[src/rtl/keyboard_controls.sv]
// PS/2 scan-code set 2 receiver with make/break tracking for the arrow keys.
// Define KEYBOARD_WASD_EN to also decode W/A/S/D onto the same four outputs.
module keyboard_controls #(
  parameter int TIMEOUT_CYCLES = 50000,
  parameter int TIMEOUT_W      = 16
) (
  input  logic       clock,
  input  logic       reset,
  input  logic       ps2_clk,
  input  logic       ps2_dat,
  output logic       turn_right,
  output logic       turn_left,
  output logic       move_forward,
  output logic       move_backward,
  output logic       byte_valid,
  output logic [7:0] byte_data,
  output logic       frame_error
);

  typedef enum logic [1:0] {
    S_IDLE,
    S_DATA,
    S_PARITY,
    S_STOP
  } rx_state_t;

  typedef struct packed {
    logic right;
    logic left;
    logic forward;
    logic backward;
  } keys_t;

  localparam logic [7:0] CODE_EXT   = 8'hE0;
  localparam logic [7:0] CODE_BRK   = 8'hF0;
  localparam logic [7:0] CODE_RIGHT = 8'h74;
  localparam logic [7:0] CODE_LEFT  = 8'h6B;
  localparam logic [7:0] CODE_UP    = 8'h75;
  localparam logic [7:0] CODE_DOWN  = 8'h72;
`ifdef KEYBOARD_WASD_EN
  localparam logic [7:0] CODE_W     = 8'h1D;
  localparam logic [7:0] CODE_A     = 8'h1C;
  localparam logic [7:0] CODE_S     = 8'h1B;
  localparam logic [7:0] CODE_D     = 8'h23;
`endif
  localparam logic [TIMEOUT_W-1:0] TIMEOUT_MAX = TIMEOUT_W'(TIMEOUT_CYCLES);

  // ---------------------------------------------------------------------------
  // Synchronisers and falling-edge detection
  // ---------------------------------------------------------------------------
  logic [1:0] clk_sync;
  logic [1:0] dat_sync;
  logic       clk_prev;
  logic       fall_edge;
  logic       bit_in;

  // NOTE: sequential state uses non-blocking (<=) so every flop samples the
  // pre-edge value of its neighbours; blocking here would collapse the chain.
  // Lines idle high, so the flops reset to 1 to avoid a false edge.
  always_ff @(posedge clock) begin
    if (reset) begin
      clk_sync <= 2'b11;
      dat_sync <= 2'b11;
      clk_prev <= 1'b1;
    end else begin
      clk_sync <= {clk_sync[0], ps2_clk};
      dat_sync <= {dat_sync[0], ps2_dat};
      clk_prev <= clk_sync[1];
    end
  end

  assign fall_edge = clk_prev & ~clk_sync[1];
  assign bit_in    = dat_sync[1];

  // ---------------------------------------------------------------------------
  // Receiver FSM
  // ---------------------------------------------------------------------------
  rx_state_t            state, state_n;
  logic [2:0]           bit_cnt, bit_cnt_n;
  logic [7:0]           shift, shift_n;
  logic                 parity_ok, parity_ok_n;
  logic [TIMEOUT_W-1:0] timeout_cnt;
  logic                 timeout_hit;
  logic                 good_n;
  logic                 err_n;

  assign timeout_hit = (state != S_IDLE) && (timeout_cnt == TIMEOUT_MAX);

  always_ff @(posedge clock) begin
    if (reset) begin
      state     <= S_IDLE;
      bit_cnt   <= '0;
      shift     <= '0;
      parity_ok <= 1'b0;
    end else begin
      state     <= state_n;
      bit_cnt   <= bit_cnt_n;
      shift     <= shift_n;
      parity_ok <= parity_ok_n;
    end
  end

  // NOTE: every variable driven here gets a default first; a path that skips
  // an assignment would otherwise infer a latch.
  always_comb begin
    state_n     = state;
    bit_cnt_n   = bit_cnt;
    shift_n     = shift;
    parity_ok_n = parity_ok;
    good_n      = 1'b0;
    err_n       = 1'b0;

    if (fall_edge) begin
      unique case (state)
        S_IDLE: begin
          if (!bit_in) begin
            state_n   = S_DATA;
            bit_cnt_n = '0;
          end else begin
            err_n = 1'b1;
          end
        end
        S_DATA: begin
          shift_n   = {bit_in, shift[7:1]};
          bit_cnt_n = bit_cnt + 3'd1;
          if (bit_cnt == 3'd7) state_n = S_PARITY;
        end
        S_PARITY: begin
          parity_ok_n = ^{shift, bit_in};
          state_n     = S_STOP;
        end
        S_STOP: begin
          state_n = S_IDLE;
          if (bit_in && parity_ok) good_n = 1'b1;
          else                     err_n  = 1'b1;
        end
      endcase
    end else if (timeout_hit) begin
      // A stalled keyboard must not leave a half-built byte waiting forever.
      state_n = S_IDLE;
      err_n   = 1'b1;
    end
  end

  always_ff @(posedge clock) begin
    if (reset) begin
      timeout_cnt <= '0;
    end else if (fall_edge || state == S_IDLE || timeout_hit) begin
      timeout_cnt <= '0;
    end else begin
      timeout_cnt <= timeout_cnt + TIMEOUT_W'(1);
    end
  end

  always_ff @(posedge clock) begin
    if (reset) begin
      byte_valid  <= 1'b0;
      byte_data   <= '0;
      frame_error <= 1'b0;
    end else begin
      byte_valid  <= good_n;
      frame_error <= err_n;
      if (good_n) byte_data <= shift;
    end
  end

  // ---------------------------------------------------------------------------
  // Make/break decoder
  // ---------------------------------------------------------------------------
  logic  ext;
  logic  brk;
  keys_t arrow_keys;
  keys_t key_out;

  always_ff @(posedge clock) begin
    if (reset) begin
      ext        <= 1'b0;
      brk        <= 1'b0;
      arrow_keys <= '0;
    end else if (frame_error) begin
      ext <= 1'b0;
      brk <= 1'b0;
    end else if (byte_valid) begin
      if (byte_data == CODE_EXT) begin
        ext <= 1'b1;
      end else if (byte_data == CODE_BRK) begin
        brk <= 1'b1;
      end else begin
        ext <= 1'b0;
        brk <= 1'b0;
        if (ext) begin
          case (byte_data)
            CODE_RIGHT: arrow_keys.right    <= ~brk;
            CODE_LEFT:  arrow_keys.left     <= ~brk;
            CODE_UP:    arrow_keys.forward  <= ~brk;
            CODE_DOWN:  arrow_keys.backward <= ~brk;
            default:    ;
          endcase
        end
      end
    end
  end

`ifdef KEYBOARD_WASD_EN
  keys_t letter_keys;

  // Letters are tracked apart from arrows so releasing one never drops the other.
  always_ff @(posedge clock) begin
    if (reset) begin
      letter_keys <= '0;
    end else if (byte_valid && !ext &&
                 byte_data != CODE_EXT && byte_data != CODE_BRK) begin
      case (byte_data)
        CODE_D:  letter_keys.right    <= ~brk;
        CODE_A:  letter_keys.left     <= ~brk;
        CODE_W:  letter_keys.forward  <= ~brk;
        CODE_S:  letter_keys.backward <= ~brk;
        default: ;
      endcase
    end
  end

  assign key_out = keys_t'(arrow_keys | letter_keys);
`else
  assign key_out = arrow_keys;
`endif

  assign turn_right    = key_out.right;
  assign turn_left     = key_out.left;
  assign move_forward  = key_out.forward;
  assign move_backward = key_out.backward;

endmodule

[config.mk]
export PLATFORM = sky130hd
export DESIGN_NAME = keyboard_controls
export DESIGN_NICKNAME = d
export VERILOG_FILES = /design/src/rtl/keyboard_controls.sv
export SDC_FILE = /design/constraint.sdc
export NUM_CORES = 1
export LEC_CHECK = 0
export ABC_AREA = 1
export CORE_MARGIN = 4
export CORE_UTILIZATION = 41
export CTS_CLUSTER_DIAMETER = 150
export DETAILED_ROUTE_END_ITERATION = 12
export DONT_BUFFER_PORTS = 1
export HOLD_SLACK_MARGIN = 0.15
export SYNTH_ARGS = -nofsm -noshare
export SYNTH_HDL_FRONTEND = slang
export SYNTH_SLANG_ARGS = --single-unit
export TNS_END_PERCENT = 5
[constraint.sdc]
create_clock -name clock -period 2.6 [get_ports clock]
set_clock_uncertainty 0.15 [all_clocks]
set_input_delay 0.52 -clock clock [delete_from_list [all_inputs] [get_ports clock]]
set_output_delay 0.52 -clock clock [all_outputs]
set_load 0.02 [all_outputs]
After elaboration in Yosys (flattened, before gate mapping)
Index checks and enable logic that the tools add are counted.
Storage, ports and cells
  register bits: 51
  bits of input ports: 4
  output and inout bits: 14
  logic and storage cells: 79
Cells by class
  add/sub/neg operators: 2
  equality and inequality tests: 15
  mux-type cells: 18
  bitwise logic cells: 6
  reductions and logical operators: 21
Operators by type and width (number)
  8-bit by 7-bit equality test with 1-bit output, second input constant: 4
  6-bit AND reduction: 4
  16-bit by 1-bit adder with 16-bit output, second input constant: 1
  16-bit equality test, second input constant: 1
  8-bit equality test, second input constant: 2
  1-bit 2-to-1 mux: 10
  9-bit XOR reduction: 1
  2-bit 2-to-1 mux: 4
  2-bit one-hot mux with 4 select lines: 1
  2-bit AND reduction: 4
  3-bit != test, second input constant: 2
  3-bit one-hot mux with 2 select lines: 1
  3-bit AND reduction: 2
  2-bit nonzero test: 3
  1-bit inverter: 5
  2-bit equality test, second input constant: 2
  2-bit != test, second input constant: 2
  2-bit OR reduction: 2
  3-bit by 1-bit adder with 3-bit output, second input constant: 1
  3-bit equality test, second input constant: 1
  3-bit 2-to-1 mux: 1
  2-bit by 1-bit equality test with 1-bit output, second input constant: 1
  1-bit logical AND: 2
  2-bit zero test: 1
  3 further kinds: 4

Longest topological paths before layout
Gate-level depths: netlist (run 1).
  depth in word-level cells: 5
  mapped depth: 11
  mapped depth without buffers: 10

Worst setup path after synthesis (run 1)
Ideal clock, no wire load.
  kind: reg-to-reg
  from: register state[0]
  to: register timeout_cnt[15]
  setup time: 0.114 ns
  arrival: 1.329 ns
  path slack: 1.007 ns
  cell stages (with the launch flop): 12
  buffers on the path: 1
  cell sequence: dfxtp_1 > inv_1 > ha_1 > nor2_1 > nand3_1 > nor2_1 > nand2_1 > nand2_1 > inv_1 > nand2_4 > buf_6 > nor2_1
Between the ends
  longest elaborated chain between the ends: 4
  elaborated cells between the ends (all ways): 6
  those cells by class: reduce/logical: 6
RTL lines
  start: declaration: line 78  | rx_state_t state, state_n;
  start signal: assignment: line 96  | state <= state_n;
  2-bit zero test / 2-bit nonzero test (equally long branches): line 148, 87
  1-bit logical OR / 1-bit logical AND (equally long branches): line 148, 87
  1-bit logical OR *: line 148  | end else if (fall_edge || state == S_IDLE || timeout_hit) begin
  2-bit OR reduction (no line) *
  end signal: assignment: line 151  | timeout_cnt <= timeout_cnt + TIMEOUT_W'(1);
  end: declaration: line 82  | logic [TIMEOUT_W-1:0] timeout_cnt;
Every way passes the cells marked *; elsewhere a longest branch is shown, timed or not.
A chain may end at the register's enable or synchronous reset.

Worst setup path in the final report (run 1)
  from: register state[0]
  to: register timeout_cnt[13]
Same word-level chain as after synthesis.

==> qor.yml, run 1 <==
detail-route-antenna-nets: 0
n_antenna_cell: 0
max_slew.worst_pin.slew_ns: 0.581
slew-limit-headroom: 0.612
gp_congestion: 0.846
worstPathArrival_ns: 1.77
leakagePower_nw: 0.983
syn-num-nets: 354
hold_viol_final: 0
cp_slowest_cell: "dfxtp_1"
clkTransAtPathRegs_ns: 0.09
maxCapViolations: 0
async_reset_ff_frac: 0
p_int_mw: 1.09
synth_area_leaders: "dfxtp_1 42%, nand2_1 10%, inv_1 8.0%"
endpoint_kind: "register"
cts_buffer_depth: 2
cts_root_buffer: "clkbuf_8"
die_h_um: 85.2
io_buffers: 0
slew_viol_final: 0
period_share: 0.666
setup_viol: 0
synth.top_cell.area_share: 0.418
syn_area_per_cell_sq_um: 7.15
vdd_drop_max_mv: 0.258
yosysSeqAreaShare: 0.418
dieArea_sq_mm: 0.00726
ys_ff_latch: 51
status: "finished clean"
worst-setup-path-type: "reg2reg"
p_per_area_mw_per_mm2: 523
placed_cell_area_sq_mm: 0.00252
ys_types: 27
vias_per_cell: 4.81
postCtsSetupRepairBufs: 0
synth_edf_count: 0
die_w_um: 85.2
grt_pass1_vias: 1939
totalWireLength_um: 4760
grt_max_degree: 23
required_ns: 2.64
max_freq_mhz: 577
syn_to_final_growth_pct: 7.57
first_pass_iters: 4
yosysTopAreaCell: "dfxtp_1"
clkSinkCount: 51
net-switching-power_mw: 0.291
syn-instance-count: 342
antenna_found_initial: 0
synth_ff_type: "dfxtp_1"
tns_ns: 0
synth-warning-count: 0
grt.overflow.total: 0
h-tree-depth: 2
ios: 18
switching_share: 0.211
reg2reg_setup_slack_ns: 0.87
numCtsBuffers: 5
seq_power_share: 0.576
critPathMaxStageDelay_ns: 0.39
synth_area_sq_mm: 0.00244
routedWlPerCell_um: 11.4
clk-insertion-delay-late_ns: 0.30
path_cells: "inv_1 -> ha_1 -> nor2_1 -> nand3_1 -> nor2_1 -> nand2_1 -> nand2_1 -> inv_1 -> nand2_4 -> nor3_1"
rsz0062_at_grt: "no"
grt_pass1_wl_um: 8570
cp-start-kind: "register"
total_power_mw: 1.38
drc_errors: 0
core_sq_mm: 0.00564
rows: 27
whs_ns: 0.165
min_path_type: "in2reg"
cts-resized-gates: 0
power_frac_clock: 0.390
start_util: 0.433
initialDrtViolationCount: 60
grt.total_usage: 0.143
drive_above_1_share: 0.0751
cts_tree: "done"
min_period_ns: 1.73
stdcell_area_sq_mm: 0.00263
place_hpwl_um: 3450
nNetsFinal: 358
hold_buffers: 1
cp_max_fo: 16
num_vias: 2012
power_frac_comb: 0.034
==> metrics by stage <==
step,std cells,setup slack [ns],util
after floorplan,342,1.01,-
after global placement,410,0.926,0.446
after detailed placement,410,0.872,0.446
after CTS,418,0.856,0.466
after global routing,418,0.651,0.466
final,418,0.868,0.466
==> worst max-delay path: cells and delay by family (launching register included) <==
| family | cells | cell delay (ns) |
|---|---|---|
| fa+ha+maj | 1 | 0.27 |
| buf+inv | 2 | 0.16 |
| flops | 1 | 0.39 |
| simple gates | 7 | 0.65 |
==> routing by layer <==
metal,vias up,part of all wire,global-route usage
met2,22,0.45,0.232
met1,895,0.50,0.184
met3,7,0.036,0.0359
li1,1088,-,-
met5,-,0,0
met4,0,0.014,0.0518
==> final cells by class <==
cell class | instances | area, sq um
Fill cell | 573 | 3010
Sequential cell | 51 | 1020
Multi-Input combinational cell | 233 | 1200
Clock inverter | 1 | 30.0
Tap cell | 72 | 90.1
Clock buffer | 6 | 72.6
Timing Repair Buffer | 3 | 25.0
Inverter | 52 | 195
==> cells in the final DEF (no fill, tap or decap), drive strengths merged <==
cell	instances
bufinv	1
buf	2
xor2	6
dfxtp	51
nor3	13
nor2	51
nor4	2
inv	52
nor3b	3
nand4	3
a21oi	25
dlygate4sd3	1
o211ai	1
a211oi	1
nand3	21
clkbuf	6
o21ai	26
nand2	68
ha	8
or2	5
==> power by group through the flow <==
| stage | sequential (mW) | combinational [mW] | clock [mW] |
|---|---|---|---|
| 6_report | 0.793 | 0.0473 | 0.536 |
| 5_1_grt | 0.794 | 0.0555 | 0.576 |
| 4_1_cts | 0.793 | 0.0476 | 0.557 |
| 3_5_place_dp | 0.811 | 0.0445 | 0 |
| 3_3_place_gp | 0.811 | 0.0437 | 0 |
| 2_1_floorplan | 0.810 | 0.0386 | 0 |
==> Yosys cell counts, types with 2 or more instances <==
master,n
or2_2,4
nor4_1,2
clkbuf_1,3
nor3_1,9
nor2_1,50
nand4_1,3
ha_1,8
dfxtp_1,51
nand3_2,5
nor3_2,3
xor2_1,6
nor3b_1,3
o21ai_0,26
buf_2,2
nand3_1,16
a21oi_2,2
inv_1,52
a21oi_1,23
nand2_1,66
==> registers in the layout, indices dropped and copies added, names as in the netlist, 2 cells and up <==
name	count
timeout_cnt	16
dat_sync	2
bit_cnt	3
clk_sync	2
shift	8
byte_data	8
state	2
==> logic make-up after synthesis <==
family / after synthesis / synth area share
adder cells (fa/ha/maj): 8 / 0.0409
AO/OA/AOI/OAI: 53 / 0.114
XOR/XNOR: 6 / 0.0215
AND/OR/NAND/NOR: 166 / 0.313
buffers and inverters: 58 / 0.0931
flip-flops: 51 / 0.418
==> final timing paths <==
path              cells past startpoint                         end                   start
setup / recovery                     10  timeout_cnt[13]$_SDFF_PP0_   state[0]$_SDFFE_PP0P_
hold / removal                        1      dat_sync[0]$_SDFF_PP1_                 ps2_dat
setup reg to reg                     10  timeout_cnt[13]$_SDFF_PP0_   state[0]$_SDFFE_PP0P_
hold reg to reg                       1      clk_sync[1]$_SDFF_PP1_  clk_sync[0]$_SDFF_PP1_
Power figures use the tool's default switching activity.
==> run 2: changes to the inputs <==
==> constraint.sdc (replaced) <==
create_clock -name clock -period 1.5 [get_ports clock]
set_clock_uncertainty 0.15 [all_clocks]
set_input_delay 0.3 -clock clock [delete_from_list [all_inputs] [get_ports clock]]
set_output_delay 0.3 -clock clock [all_outputs]
set_load 0.02 [all_outputs]
==> qor.yml, run 2 (synthesis gave the netlist of run 1 again) <==
final_common_cell: "nand2_1"
tns_ns: -0.0337
cp_slowest_cell: "dfxtp_2"
num_vias: 2217
reg_top3: "timeout_cnt (16), byte_data (8), shift (8)"
routedWlPerCell_um: 12.0
n_antenna_cell: 0
seq_power_share: 0.528
grt_max_degree: 22
p_per_area_mw_per_mm2: 858
io_buffers: 0
drive_above_1_share: 0.210
first_pass_iters: 5
hold_viol_final: 9
status: "finished with violations"
max_freq_mhz: 652
period_share: 1.02
cts_tree: "done"
fill_cells: 541
crit_buf_inv: 2
antenna_found_initial: 0
largest-register: "timeout_cnt"
violations: "negative hold slack, negative setup slack"
p_int_mw: 2.08
ios: 18
required_ns: 1.58
clkTransAtPathRegs_ns: 0.09
use_met1: 0.194
path_cells: "buf_4 -> buf_4 -> nand3_2 -> nor2_4 -> nand3_4 -> nor3_2 -> nor2_1 -> nor3_1"
numCtsBuffers: 5
busiest_layer: "met2"
core_sq_mm: 0.00564
rows: 27
vdd_drop_max_mv: 0.524
hold_buffers: 5
maxCapViolations: 0
dieArea_sq_mm: 0.00726
endpoint_kind: "register"
cts_buffer_depth: 2
nNetsFinal: 388
syn_to_final_growth_pct: 24.0
total_power_mw: 2.60
rsz0062_at_grt: "yes"
worstPathArrival_ns: 1.61
max_slew.worst_pin.slew_ns: 0.338
worst_slack_ns: -0.0329
crit_top_cell: "buf_4"
use_met2: 0.261
switching_share: 0.201
slew_viol_final: 0
drc_errors: 0
slew-limit-headroom: 0.774
clkSinkCount: 51
leakagePower_nw: 1.15
place_hpwl_um: 3620
start_util: 0.433
power_frac_comb: 0.043
grt.overflow.total: 0
grt.total_usage: 0.153
seq_area_sq_mm: 0.00103
met3_usage: 0.0320
vias_per_cell: 4.94
detail-route-antenna-nets: 0
worst-setup-path-type: "reg2reg"
setup_viol: 2
die_h_um: 85.2
min_path_type: "in2reg"
multi_input_area_sq_mm: 0.00132
stdcell_area_sq_mm: 0.00303
cp-start-kind: "register"
layout_common_cells: "64 x nand2_1, 50 x inv_1, 46 x dfxtp_1"
crit_family: "simple AND/OR/NAND/NOR gates"
gp_congestion: 0.842
critPathMaxStageDelay_ns: 0.37
cp_max_fo: 5
clk-insertion-delay-late_ns: 0.30
placed_cell_area_sq_mm: 0.00268
power_frac_clock: 0.429
die_w_um: 85.2
h-tree-depth: 2
reg2reg_setup_slack_ns: -0.03
largest_register_ffs: 16
cts_root_buffer: "clkbuf_8"
totalWireLength_um: 5380
net-switching-power_mw: 0.522
min_period_ns: 1.53
initialDrtViolationCount: 90
whs_ns: -0.0949
grt_pass1_vias: 2134
grt_pass1_wl_um: 9180
run 2: layer usage:
layer | wire length (um) | vias to the layer above
met3 | 194 | 12
met5 | 0 | -
met1 | 2480 | 1006
met4 | 104 | 0
met2 | 2610 | 41
li1 | - | 1158
run 2: cell type report:
| cell class | instances | area share |
|---|---|---|
| clock buffer | 6 | 0.0239 |
| clock inverter | 2 | 0.0198 |
| timing repair buffer | 32 | 0.0858 |
| sequential | 51 | 0.340 |
| tap | 72 | 0.0297 |
| multi-input combinational | 234 | 0.436 |
| inverter | 52 | 0.0652 |
run 2: power by group through the flow:
stage          clock (mW)  sequential, mW  combinational (mW)
2_1_floorplan           0            1.40              0.0678
4_1_cts              1.15            1.38              0.0987
3_3_place_gp            0            1.41              0.0868
3_5_place_dp            0            1.41              0.0870
6_report             1.12            1.37               0.111
5_1_grt              1.20            1.38               0.128
run 2: repair_timing:
action / CTS / global route
setup buffers: 3 / 1
gates cloned: 0 / 1
endpoints found under the setup margin: 19 / 38
gates resized for setup: 7 / 29
pin swaps: 5 / 5
hold endpoints to repair: 15 / 27
run 2: per-stage QoR:
step                instances  utilization  setup slack, ns
floorplan                 342            -          0.00386
global placement          431        0.475          -0.0174
detailed placement        431        0.475          -0.0878
CTS                       447        0.517          -0.0623
global route              449        0.537           -0.136
finish                    449        0.537          -0.0329
run 2: worst paths after layout:
kind                             startpoint                    endpoint  cells after the start
setup / recovery  timeout_cnt[0]$_SDFF_PP0_  timeout_cnt[13]$_SDFF_PP0_                      8
hold / removal                        reset      parity_ok$_SDFFE_PP0P_                      1
setup reg to reg  timeout_cnt[0]$_SDFF_PP0_  timeout_cnt[13]$_SDFF_PP0_                      8
hold reg to reg      clk_sync[1]$_SDFF_PP1_         clk_prev$_SDFF_PP1_                      2
==> run 3: changes to the inputs <==
--- a/config.mk
+++ b/config.mk
@@ -12,6 +12,7 @@
 export DETAILED_ROUTE_END_ITERATION = 12
 export DONT_BUFFER_PORTS = 1
 export HOLD_SLACK_MARGIN = 0.15
+export MAX_ROUTING_LAYER = met4
 export SYNTH_ARGS = -nofsm -noshare
 export SYNTH_HDL_FRONTEND = slang
 export SYNTH_SLANG_ARGS = --single-unit
==> qor.yml, run 3 (synthesis gave the netlist of run 1 again) <==
first_pass_iters: 4
whs_ns: -0.0945
io_buffers: 0
start_util: 0.433
routedWlPerCell_um: 12.0
clk-insertion-delay-late_ns: 0.30
pre_cts_ws_ns: -0.0878
grt_max_degree: 22
h-tree-depth: 2
required_ns: 1.58
initialDrtViolationCount: 91
vias_per_cell: 4.92
worst_slack_ns: -0.0330
largest-register: "timeout_cnt"
clkSinkCount: 51
largest_register_ffs: 16
max_slew.worst_pin.slew_ns: 0.325
worstPathArrival_ns: 1.61
clkTransAtPathRegs_ns: 0.09
numCtsBuffers: 5
layout_common_cells: "64 x nand2_1, 50 x inv_1, 45 x dfxtp_1"
nNetsFinal: 388
cts_tree: "done"
num_vias: 2211
die_w_um: 85.2
min_path_type: "in2reg"
setup_viol: 2
reg2reg_setup_slack_ns: -0.03
grt.overflow.total: 0
max_freq_mhz: 652
period_share: 1.02
p_per_area_mw_per_mm2: 854
core_sq_mm: 0.00564
rows: 27
gp_congestion: 0.855
cts_root_buffer: "clkbuf_8"
cp_max_fo: 5
dieArea_sq_mm: 0.00726
drive_above_1_share: 0.215
rsz0062_at_grt: "yes"
grt_pass1_vias: 2138
cts_buffer_depth: 2
totalWireLength_um: 5390
syn_to_final_growth_pct: 24.4
final_common_cell: "nand2_1"
total_power_mw: 2.60
detail-route-antenna-nets: 0
vdd_drop_max_mv: 0.523
maxCapViolations: 0
hold_buffers: 5
grt_pass1_wl_um: 9170
slew_viol_final: 0
ios: 18
violations: "negative hold slack, negative setup slack"
status: "finished with violations"
cp-start-kind: "register"
endpoint_kind: "register"
antenna_found_initial: 0
slew-limit-headroom: 0.783
drc_errors: 0
die_h_um: 85.2
n_antenna_cell: 0
reg_top3: "timeout_cnt (16), byte_data (8), shift (8)"
leakagePower_nw: 1.15
fill_cells: 537
place_hpwl_um: 3620
hold_viol_final: 9
worst-setup-path-type: "reg2reg"
grt.total_usage: 0.157
min_period_ns: 1.53
-- run 3: final timing paths --
path,startpoint,end,cells after the start
worst max-delay path,timeout_cnt[0]$_SDFF_PP0_,timeout_cnt[13]$_SDFF_PP0_,8
worst min-delay path,reset,state[0]$_SDFFE_PP0P_,1
worst max register to register,timeout_cnt[0]$_SDFF_PP0_,timeout_cnt[13]$_SDFF_PP0_,8
worst min register to register,clk_sync[1]$_SDFF_PP1_,clk_prev$_SDFF_PP1_,2
-- run 3: per-layer routing --
layer | up-vias | routed length [um] | GRT usage
met3 | 12 | 185 | 0.0320
li1 | 1159 | - | -
met2 | 37 | 2650 | 0.261
met4 | 0 | 105 | 0.0460
met1 | 1003 | 2450 | 0.193
met5 | - | 0 | -
-- run 3: final cells by class --
class	instances	area, sq um	area share
Multi-Input combinational cell	234	1330	0.437
Sequential cell	51	1030	0.339
Timing Repair Buffer	32	260	0.0856
Inverter	52	198	0.0650
Tap cell	72	90.1	0.0296
Clock buffer	6	72.6	0.0239
Clock inverter	2	60.1	0.0198
-- run 3: per-stage QoR --
step                setup TNS (ns)  cell area [sq um]  cells  hold slack (ns)  utilization
finish                     -0.0345               3040    449          -0.0945        0.539
global route                 -3.48               3040    449           -0.114        0.539
CTS                         -0.575               2920    447           -0.105        0.517
detailed placement          -0.435               2680    431            0.220        0.475
global placement           -0.0421               2680    431            0.220        0.475
floorplan                        0               2450    342            0.239            -
-- run 3: report_power, final --
part | switching [mW] | internal, mW
logic | 0.0633 | 0.0483
clock network | 0.446 | 0.667
registers | 0.0102 | 1.36
total | 0.519 | 2.08
-- run 3: what timing repair did --
item,4_1_cts,5_1_grt
cloned,0,1
buffers inserted,3,1
pin swaps,5,5
gates resized for setup,7,32
setup endpoints to repair,19,38
endpoints found under the hold margin,15,27
-- run 3: worst max-delay path: stages (launching register included) --
cell	delay, ns
dfxtp_2	0.37
buf_4	0.12
buf_4	0.09
nand3_2	0.14
nor2_4	0.16
nand3_4	0.12
nor3_2	0.11
nor2_1	0.05
nor3_1	0.15
